$ cat config.mk
export PLATFORM = sky130hd
export DESIGN_NAME = unified_mem_sequencer
export DESIGN_NICKNAME = d
export VERILOG_FILES = /design/src/rtl/unified_mem_sequencer.sv
export SDC_FILE = /design/constraint.sdc
export NUM_CORES = 1
export LEC_CHECK = 0
export BUFFER_PORTS_ARGS = -buffer_cell sky130_fd_sc_hd__buf_2
export CAP_MARGIN = 15
export CORE_MARGIN = 5
export CORE_UTILIZATION = 48
export DETAILED_ROUTE_END_ITERATION = 12
export PLACE_DENSITY = 0.85
export SKIP_CTS_REPAIR_TIMING = 1
export SYNTH_ARGS = -nofsm -noshare
export SYNTH_HDL_FRONTEND = slang
export SYNTH_SLANG_ARGS = --single-unit
$ cat constraint.sdc
create_clock -name clk -period 2.68 [get_ports clk]
set_input_delay 0.268 -clock clk [delete_from_list [all_inputs] [get_ports clk]]
set_output_delay 0.268 -clock clk [all_outputs]
set_load 0.01 [all_outputs]
$ cat src/rtl/unified_mem_sequencer.sv
// unified_mem_sequencer
//   Shares the single port of the unified instruction/data memory between the
//   fetch requester (if_*) and the load/store requester (d_*). Each access is a
//   req/ack handshake. Data wins ties unless fetch has been passed over STREAK
//   times in a row while waiting, in which case fetch is forced through.
//
// Parameters
//   RD_LAT  cycles from the mem_en cycle to valid mem_rdata (1..4)
//   STREAK  max consecutive data grants while if_req is pending (1..15)
//
// Ports
//   clk, rst                    clock (rising edge), asynchronous active-low reset
//   if_req/if_addr              fetch request (level) and byte address
//   if_ack/if_rdata/if_err      fetch completion pulse, word, misalignment flag
//   d_req/d_we/d_addr/d_wdata   data request (level), store flag, address, store data
//   d_ack/d_rdata/d_err         data completion pulse, load word, misalignment flag
//   mem_en/mem_we               one-cycle access strobe, write enable
//   mem_addr/mem_wdata          word address (byte address [31:2]), write data
//   mem_rdata                   read data, valid RD_LAT cycles after mem_en
//   busy                        high whenever the sequencer is not idle
module unified_mem_sequencer #(
  parameter int RD_LAT = 1,
  parameter int STREAK = 4
) (
  input  logic        clk,
  input  logic        rst,
  input  logic        if_req,
  input  logic [31:0] if_addr,
  output logic        if_ack,
  output logic [31:0] if_rdata,
  output logic        if_err,
  input  logic        d_req,
  input  logic        d_we,
  input  logic [31:0] d_addr,
  input  logic [31:0] d_wdata,
  output logic        d_ack,
  output logic [31:0] d_rdata,
  output logic        d_err,
  output logic        mem_en,
  output logic        mem_we,
  output logic [29:0] mem_addr,
  output logic [31:0] mem_wdata,
  input  logic [31:0] mem_rdata,
  output logic        busy
);

  typedef enum logic [1:0] {IDLE, ACCESS, WAIT, RESP} state_t;

  localparam logic [1:0] CNT_INIT   = 2'(RD_LAT - 1);
  localparam logic [3:0] STREAK_MAX = 4'(STREAK);

  state_t      state_reg, state_next;
  logic [3:0]  streak_reg, streak_next;
  logic [1:0]  cnt_reg, cnt_next;
  logic        win_d_reg, win_d_next;   // 1: data side owns the transaction
  logic        we_reg, we_next;
  logic        mem_en_reg, mem_en_next;
  logic        mem_we_reg, mem_we_next;
  logic [29:0] mem_addr_reg, mem_addr_next;
  logic [31:0] mem_wdata_reg, mem_wdata_next;
  logic        busy_reg, busy_next;

  // Response handed to one requester's output registers (bit 0 fetch, bit 1 data)
  logic [1:0]  resp_fire;
  logic [31:0] resp_rdata;
  logic        resp_err;

  // Arbitration, only meaningful while IDLE
  logic        any_req;
  logic        force_fetch;
  logic        grant_d;
  logic [31:0] sel_addr;
  logic        misaligned;

  assign any_req     = if_req || d_req;
  assign force_fetch = if_req && (streak_reg == STREAK_MAX);
  assign grant_d     = d_req && !force_fetch;
  assign sel_addr    = grant_d ? d_addr : if_addr;
  assign misaligned  = (sel_addr[1:0] != 2'b00);

  // State and internal/memory-side registers
  always_ff @(posedge clk or negedge rst) begin
    if (!rst) begin
      state_reg     <= IDLE;
      streak_reg    <= '0;
      cnt_reg       <= '0;
      win_d_reg     <= 1'b0;
      we_reg        <= 1'b0;
      mem_en_reg    <= 1'b0;
      mem_we_reg    <= 1'b0;
      mem_addr_reg  <= '0;
      mem_wdata_reg <= '0;
      busy_reg      <= 1'b0;
    end else begin
      state_reg     <= state_next;
      streak_reg    <= streak_next;
      cnt_reg       <= cnt_next;
      win_d_reg     <= win_d_next;
      we_reg        <= we_next;
      mem_en_reg    <= mem_en_next;
      mem_we_reg    <= mem_we_next;
      mem_addr_reg  <= mem_addr_next;
      mem_wdata_reg <= mem_wdata_next;
      busy_reg      <= busy_next;
    end
  end

  // Next-state, streak and read-latency counter
  always_comb begin
    state_next  = state_reg;
    streak_next = streak_reg;
    cnt_next    = cnt_reg;
    case (state_reg)
      IDLE: begin
        if (any_req) begin
          state_next = misaligned ? RESP : ACCESS;
          // Only a data grant that passes over a waiting fetch extends the streak
          if (grant_d && if_req)
            streak_next = (streak_reg == STREAK_MAX) ? streak_reg : streak_reg + 4'd1;
          else
            streak_next = '0;
        end
      end
      ACCESS: begin
        if (we_reg) begin
          state_next = RESP;
        end else begin
          state_next = WAIT;
          cnt_next   = CNT_INIT;
        end
      end
      WAIT: begin
        // cnt_reg reaches zero in the cycle mem_rdata is valid
        if (cnt_reg == 2'd0) state_next = RESP;
        else                 cnt_next   = cnt_reg - 2'd1;
      end
      RESP:    state_next = IDLE;
      default: state_next = IDLE;
    endcase
  end

  // Output and capture logic (next values for the registered outputs)
  always_comb begin
    win_d_next     = win_d_reg;
    we_next        = we_reg;
    mem_en_next    = 1'b0;
    mem_we_next    = 1'b0;
    mem_addr_next  = mem_addr_reg;
    mem_wdata_next = mem_wdata_reg;
    busy_next      = (state_next != IDLE);
    resp_fire      = 2'b00;
    resp_rdata     = '0;
    resp_err       = 1'b0;
    case (state_reg)
      IDLE: begin
        if (any_req) begin
          win_d_next     = grant_d;
          we_next        = grant_d && d_we;
          mem_addr_next  = sel_addr[31:2];
          mem_wdata_next = grant_d ? d_wdata : '0;
          if (misaligned) begin
            // No memory cycle: answer straight away with the error flag
            resp_fire = grant_d ? 2'b10 : 2'b01;
            resp_err  = 1'b1;
          end else begin
            mem_en_next = 1'b1;
            mem_we_next = grant_d && d_we;
          end
        end
      end
      ACCESS: begin
        if (we_reg) resp_fire = win_d_reg ? 2'b10 : 2'b01;
      end
      WAIT: begin
        if (cnt_reg == 2'd0) begin
          resp_fire  = win_d_reg ? 2'b10 : 2'b01;
          resp_rdata = mem_rdata;
        end
      end
      default: ;
    endcase
  end

  // Per-requester response registers; rdata/err hold between acks
  genvar gi;
  generate
    for (gi = 0; gi < 2; gi++) begin : g_port
      logic        ack_reg;
      logic        err_reg;
      logic [31:0] rdata_reg;
      always_ff @(posedge clk or negedge rst) begin
        if (!rst) begin
          ack_reg   <= 1'b0;
          err_reg   <= 1'b0;
          rdata_reg <= '0;
        end else begin
          ack_reg <= resp_fire[gi];
          if (resp_fire[gi]) begin
            rdata_reg <= resp_rdata;
            err_reg   <= resp_err;
          end
        end
      end
    end
  endgenerate

  assign if_ack    = g_port[0].ack_reg;
  assign if_rdata  = g_port[0].rdata_reg;
  assign if_err    = g_port[0].err_reg;
  assign d_ack     = g_port[1].ack_reg;
  assign d_rdata   = g_port[1].rdata_reg;
  assign d_err     = g_port[1].err_reg;
  assign mem_en    = mem_en_reg;
  assign mem_we    = mem_we_reg;
  assign mem_addr  = mem_addr_reg;
  assign mem_wdata = mem_wdata_reg;
  assign busy      = busy_reg;

endmodule

==> metrics.md, run 1 <==
| Metric | Value |
|---|---|
| Final ANT Viol Nets | 0 |
| Worst min-delay path class | primary input to flip-flop |
| Filler cells | 975 |
| Clk_lat worst skew | 0.41 ns |
| NumNets Final | 864 |
| Mux contribution to synthesized area | 0.191 |
| Complex-gate fraction of the synthesized area | 0.0986 |
| DR DRC count | 0 |
| Ys Warns | 0 |
| RSZ-0062 raised after global routing | false |
| Synthesized area per cell | 13.1 um^2 |
| CP max-delay cell | and2_2 |
| Share of cells above drive strength 1 | 0.507 |
| Yosys reg bits | 143 |
| Worst Tran Pin Value | 1.09 ns |
| Synth Area in XOR/XNOR | 0 |
| Reg2Reg Setup Slack | 0.18 ns |
| Worst slew margin | 0.275 |
| Global placement routability congestion | 0.760 |
| Final setup margin | 0.176 ns |
| CP cell instances | inv_1 -> ha_1 -> o21ai_4 -> a2111o_1 -> and2_2 -> mux2_2 |
| First-pass detailed-route iteration total | 5 |
| Num CTS Buffers | 17 |
| Design area | 8180 um^2 |
| Seq/Total Area, Yosys | 0.589 |
| CP delay by family, top | simple AND/OR/NAND/NOR gates |
| FF-to-FF path depth | 6 |
| Mapped Area | 6080 um^2 |
| Post-synthesis cell count | between 400 and 500 |
| Pins Over Slew Limit | 0 |
| Final setup vio count | 0 |
| Main combinational cell family by area after synthesis | multiplexers |
| Post-route clock period utilization | 0.935 |
| Bufs on Longest Clock Path | 2 |
| Vias | 4,751 |
| Hold wc startpoint | d_wdata[23] |
| Most frequent cells in the layout | buf_2, dfrtp_1, nand2_1 |
| Pleak | 4.59 nW |
| WL/cell | 17.4 um |
| CP bufs+invs | 1 |
| Fmax | 0.399 GHz |
| Reg-to-Reg End | if_rdata[0]$_DFFE_PN0P_ |
| Clk slew on worst S/H paths | 0.06 ns |
| Worst vdd ir | between 0.7 and 0.8 mV |
| First-pass GRT wire length | 24.9 mm |
| Maxcap violations | 0 |
| Synth Area in Adders | 0.0144 |
| Area contributors post-synth | dfrtp_1, mux2_4, mux2_2 |
| Worst Skew | 0.00973 ns |
| Core area | 12,500 um^2 |
| Routed wire length | 15.8 mm |
| Via/cell ratio | 5.23 |
| Total track usage | 0.211 |
| Status | finished, final reports clean |
| Commonest non-fill, non-tap cell in the layout | buf_2 |
| Area growth syn-to-layout | 34.6% |
| Antenna Cells | 0 |
| GR Overflow Total | 0 |
| Root buffer cell | clkbuf_16 |
| Initial antenna violation count | 0 |
| Die H | around 120 um |
| Tmin final | 2.50 ns |
| Hold Path Sink | mem_wdata[23]$_DFFE_PN0P_ |
| Syn Nets | 605 |
| Worst Hold Depth | 2 |
| Synth Area in Simple Gates | 0.0760 |
| Clock sink count | 143 |
| Leading area contributor after synthesis | dfrtp_1 |
| Vias in the first global route | approximately 5,000 |
| Worst r2r src | state_reg[0]$_DFF_PN0_ |
| CTS tree | yes |
| Hpwl dp | about 11 mm |
| Crit path launch type | flip-flop |
| PD cells | roughly 1300 nW/um^2 |
| Dpl ws | around 0.18 ns |
| Critical path fanouts, max | 33 |
| Share of the synthesized area in the top cell type | 0.589 |
| Placed Area | roughly 7600 um^2 |
| Synth unique cells | 33 |
| CP max stage delay | 0.89 ns |
| Largest net degree at the start of global routing | 105 |
| Setup TNS | 0 ns |
| Critical path class | flip-flop to flip-flop |
| Rows | 41 |
| CTS HTree Levels | 4 |
| CP required | roughly 3.0 ns |
| Die ar. | 15,000 um^2 |
| Die width | 123 um |
| Starting Density | 0.486 |
| DR iter-0 viols | 258 |
| Endpoints failing hold | 0 |
| Worst Setup SP | state_reg[0]$_DFF_PN0_ |
| Crit end category | flip-flop |
| I/O pins | ~270 |
| # port buffers | 265 |
| Worst path arrival time | 2.79 ns |
[logic make-up (layout without fill, tap and decap cells)]
kind of cell / count (synthesis) / in the layout
DFF: 143 / 143
muxes: 97 / 97
AOI/OAI and AO/OA: 86 / 86
and+or+nand+nor: 92 / 92
buffers and inverters: 40 / 311
adders and majority gates: 7 / 7
[stage by stage]
stage	util	instances	hold slack (ns)	power, mW
3_5_place_dp	0.603	876	0.358	8.01
6_report	0.654	908	0.0744	10.4
3_3_place_gp	0.603	876	0.338	7.77
4_1_cts	0.653	907	-0.0880	10.5
2_1_floorplan	-	465	-0.0276	6.35
5_1_grt	0.654	908	0.0509	11.0
[how the worst max path moves through the flow]
stage / endpoint / cells after the start / slack [ns]
after global placement: if_rdata[0]$_DFFE_PN0P_ / 6 / 0.31
final: if_rdata[0]$_DFFE_PN0P_ / 6 / 0.18
after CTS: if_rdata[0]$_DFFE_PN0P_ / 6 / 0.18
after detailed placement: if_rdata[0]$_DFFE_PN0P_ / 6 / 0.18
after global routing: if_rdata[0]$_DFFE_PN0P_ / 6 / 0.06
after floorplan: if_rdata[10]$_DFFE_PN0P_ / 8 / 0.62
[per-layer routing]
metal  up-vias  GRT usage  share of wire
li1       2180          -              -
met1      2330      0.255           0.40
met2       214      0.359           0.50
met3        27     0.0599          0.080
met4         0     0.0763          0.018
met5         -          0              0
[power breakdown]
| part | switching, mW | internal [mW] |
|---|---|---|
| sequential | 0.594 | 3.16 |
| combinational | 2.15 | 2.03 |
| clock | 0.904 | 1.56 |
[synth_stat cells]
cell,count
nand4b_2,1
o21ai_0,36
mux2_4,29
nor3_1,1
buf_2,6
a21oi_1,2
mux2i_1,31
ha_1,7
o221ai_1,1
a31oi_1,1
a2111o_1,1
a21o_1,1
buf_6,4
nand2b_1,1
a22o_1,36
inv_1,7
nor2_1,6
nand2_1,41
nand3_1,3
nor2b_1,2
o211ai_1,2
o31a_1,1
o21bai_1,1
dfrtp_1,143
o21ai_1,1
and3_1,34
o21a_1,1
and2_1,3
o31ai_1,1
mux2_2,37
a32oi_1,1
buf_1,2
clkbuf_1,21
[worst register-to-register path, delay by kind of cell (launching register included)]
| kind | cells | cell delay [ns] |
|---|---|---|
| simple gates | 1 | 0.89 |
| fa+ha+maj | 1 | 0.33 |
| buf+inv | 1 | 0.09 |
| flops | 1 | 0.38 |
| compound gates | 2 | 0.26 |
| mux | 1 | 0.44 |
[layout make-up]
cell class | instances | area, um^2 | share of cell area
clock buffers | 18 | 429 | 0.0525
well taps | 172 | 215 | 0.0263
inverters | 7 | 26.3 | 0.00321
clock inverters | 13 | 190 | 0.0232
flip-flops and latches | 143 | 3580 | 0.437
repair buffers | 273 | 1410 | 0.172
multi-input cells | 282 | 2330 | 0.285
Power figures use the tool's default switching activity.
==> run 2, diff against run 1 <==
--- a/config.mk
+++ b/config.mk
@@ -11,6 +11,7 @@
 export CORE_UTILIZATION = 48
 export DETAILED_ROUTE_END_ITERATION = 12
 export PLACE_DENSITY = 0.85
+export RECOVER_POWER = 25
 export SKIP_CTS_REPAIR_TIMING = 1
 export SYNTH_ARGS = -nofsm -noshare
 export SYNTH_HDL_FRONTEND = slang
==> run 2 against run 1 <==
Effect of this change:
- the flow now finishes with violations (max-capacitance violations, max-slew violations)
- power is 0.36% lower
- non-clock buffer count unchanged
- final area decreased by 0.47%
- maximum frequency barely moved
- global-route usage stayed put
- first-iteration DRC count increased by 2.7%
==> metrics.md, run 2 (same netlist as run 1, synthesis figures left out) <==
| Metric | Value |
|---|---|
| Status | finished, violations left |
| Failing checks | max-capacitance violations, max-slew violations |
| Routed wire length | 15.8 mm |
| Die H | between 100 and 150 um |
| Reg power frac | 0.363 |
| RSZ-0062 raised after global routing | false |
| Pins Over Slew Limit | 79 |
| Endpoints failing hold | 0 |
| CP cell instances | inv_1 -> ha_1 -> o21ai_4 -> a2111o_1 -> and2_2 -> mux2_2 |
| Filler cells | around 1,000 |
| Reg-to-Reg End | if_rdata[0]$_DFFE_PN0P_ |
| Num CTS Buffers | 17 |
| Finished Layout Cells | between 900 and 1,000 |
| Post-route clock period utilization | 0.935 |
| Die ar. | ~15,000 um^2 |
| First-pass GRT wire length | about 25 mm |
| Total track usage | 0.211 |
| Share of cells above drive strength 1 | 0.471 |
| CP required | 2.96 ns |
| Crit path launch type | flip-flop |
| Worst min-delay path class | primary input to flip-flop |
| Hpwl dp | 11.5 mm |
| FF-to-FF path depth | 6 |
| Fmax | 0.399 GHz |
| Worst r2r src | state_reg[0]$_DFF_PN0_ |
| Worst Skew | 0.00974 ns |
| Hold wc startpoint | d_wdata[23] |
| Setup TNS | 0 ns |
| Pleak | 4.49 nW |
| Critical path class | flip-flop to flip-flop |
| Largest net degree at the start of global routing | 105 |
| NetSw | approximately 3.7 mW |
| Area growth syn-to-layout | 34.0% |
| Critical path fanouts, max | 33 |
| # port buffers | 265 |
| Most frequent cells in the layout | buf_2, dfrtp_1, nand2_1 |
| Global placement routability congestion | around 0.76 |
| PD cells | between 1000 and 1500 nW/um^2 |
| Worst Tran Pin Value | 1.98 ns |
| Tmin final | 2.50 ns |
| Hold Path Sink | mem_wdata[23]$_DFFE_PN0P_ |
| CP max-delay cell | and2_2 |
| Clk slew on worst S/H paths | 0.06 ns |
| Multi-input logic area | approximately 2300 um^2 |
| Root buffer cell | clkbuf_16 |
| Antenna Cells | 0 |
| Via/cell ratio | ~5.2 |
| CP max stage delay | 0.89 ns |
| Starting Density | 0.486 |
| GR Overflow Total | 0 |
| Final ANT Viol Nets | 0 |
| Vias in the first global route | 4,972 |
| Internal power | 6.71 mW |
| Clk_lat worst skew | just over 0.4 ns |
| CTS tree | yes |
| Crit end category | flip-flop |
| Bufs on Longest Clock Path | 2 |
| NumNets Final | 864 |
| Initial antenna violation count | 0 |
| Die width | around 120 um |
| Vias | 4,733 |
| I/O pins | roughly 270 |
| First-pass detailed-route iteration total | 7 |
| DR iter-0 viols | 265 |
| Commonest non-fill, non-tap cell in the layout | buf_2 |
| Maxcap violations | 1 |
| Register area | between 3000 and 4000 um^2 |
| DR DRC count | 0 |
| Core area | 12,500 um^2 |
| WL/cell | around 17 um |
| DP Cell Count | 876 |
| Gate power share | 0.399 |
| Worst path arrival time | 2.79 ns |
| Final setup vio count | 0 |
| Worst slew margin | -0.319 |
| Rows | 41 |
| CTS HTree Levels | 4 |
| Clock power frac | 0.238 |
| Reg2Reg Setup Slack | around 0.18 ns |
| Worst vdd ir | 0.733 mV |
| Switching Share | 0.353 |
| Worst Hold Depth | 2 |
| Clock sink count | between 100 and 150 |
-- run 2: routing by layer --
layer | global-route usage | vias up | part of all wire
met1 | 0.255 | 2316 | 0.40
met2 | 0.359 | 216 | 0.50
li1 | - | 2180 | -
met4 | 0.0763 | 0 | 0.017
met3 | 0.0599 | 21 | 0.083
met5 | 0 | - | 0
-- run 2: power by group through the flow --
stage	Sequential, mW	Clock [mW]	Combinational [mW]
after detailed placement	3.76	0	4.25
after global routing	3.88	2.60	4.49
after global placement	3.71	0	4.06
after floorplan	4.14	0	2.22
final	3.77	2.46	4.13
after CTS	3.75	2.51	4.24
-- run 2: final cells by class --
type | count | area share
multi-input cells | 282 | 0.287
inverters | 7 | 0.00323
well taps | 172 | 0.0264
clock inverters | 13 | 0.0234
flip-flops and latches | 143 | 0.440
clock buffers | 18 | 0.0527
repair buffers | 273 | 0.168
-- run 2: worst max-delay path: cells and delay by family (launching register included) --
| family | cells | cell delay [ns] |
|---|---|---|
| and+or+nand+nor | 1 | 0.89 |
| muxes | 1 | 0.43 |
| DFF | 1 | 0.38 |
| adders and majority gates | 1 | 0.33 |
| AOI/OAI and AO/OA | 2 | 0.26 |
| buffers and inverters | 1 | 0.09 |
-- run 2: worst max path at each step --
stage                           startpoint                        to
finish              state_reg[0]$_DFF_PN0_   if_rdata[0]$_DFFE_PN0P_
global route        state_reg[1]$_DFF_PN0_   if_rdata[0]$_DFFE_PN0P_
CTS                 state_reg[0]$_DFF_PN0_   if_rdata[0]$_DFFE_PN0P_
detailed placement  state_reg[0]$_DFF_PN0_   if_rdata[0]$_DFFE_PN0P_
global placement    state_reg[0]$_DFF_PN0_   if_rdata[0]$_DFFE_PN0P_
floorplan           state_reg[0]$_DFF_PN0_  if_rdata[10]$_DFFE_PN0P_
-- run 2: per-stage QoR --
step,cell area (um^2),setup slack (ns),hold slack (ns),power (mW),utilization
2_1_floorplan,6080,0.622,-0.0276,6.35,-
3_3_place_gp,7550,0.307,0.338,7.77,0.603
3_5_place_dp,7550,0.179,0.358,8.01,0.603
4_1_cts,8170,0.177,-0.0880,10.5,0.653
5_1_grt,8140,0.0562,0.0509,11.0,0.650
6_report,8140,0.176,0.0744,10.4,0.650
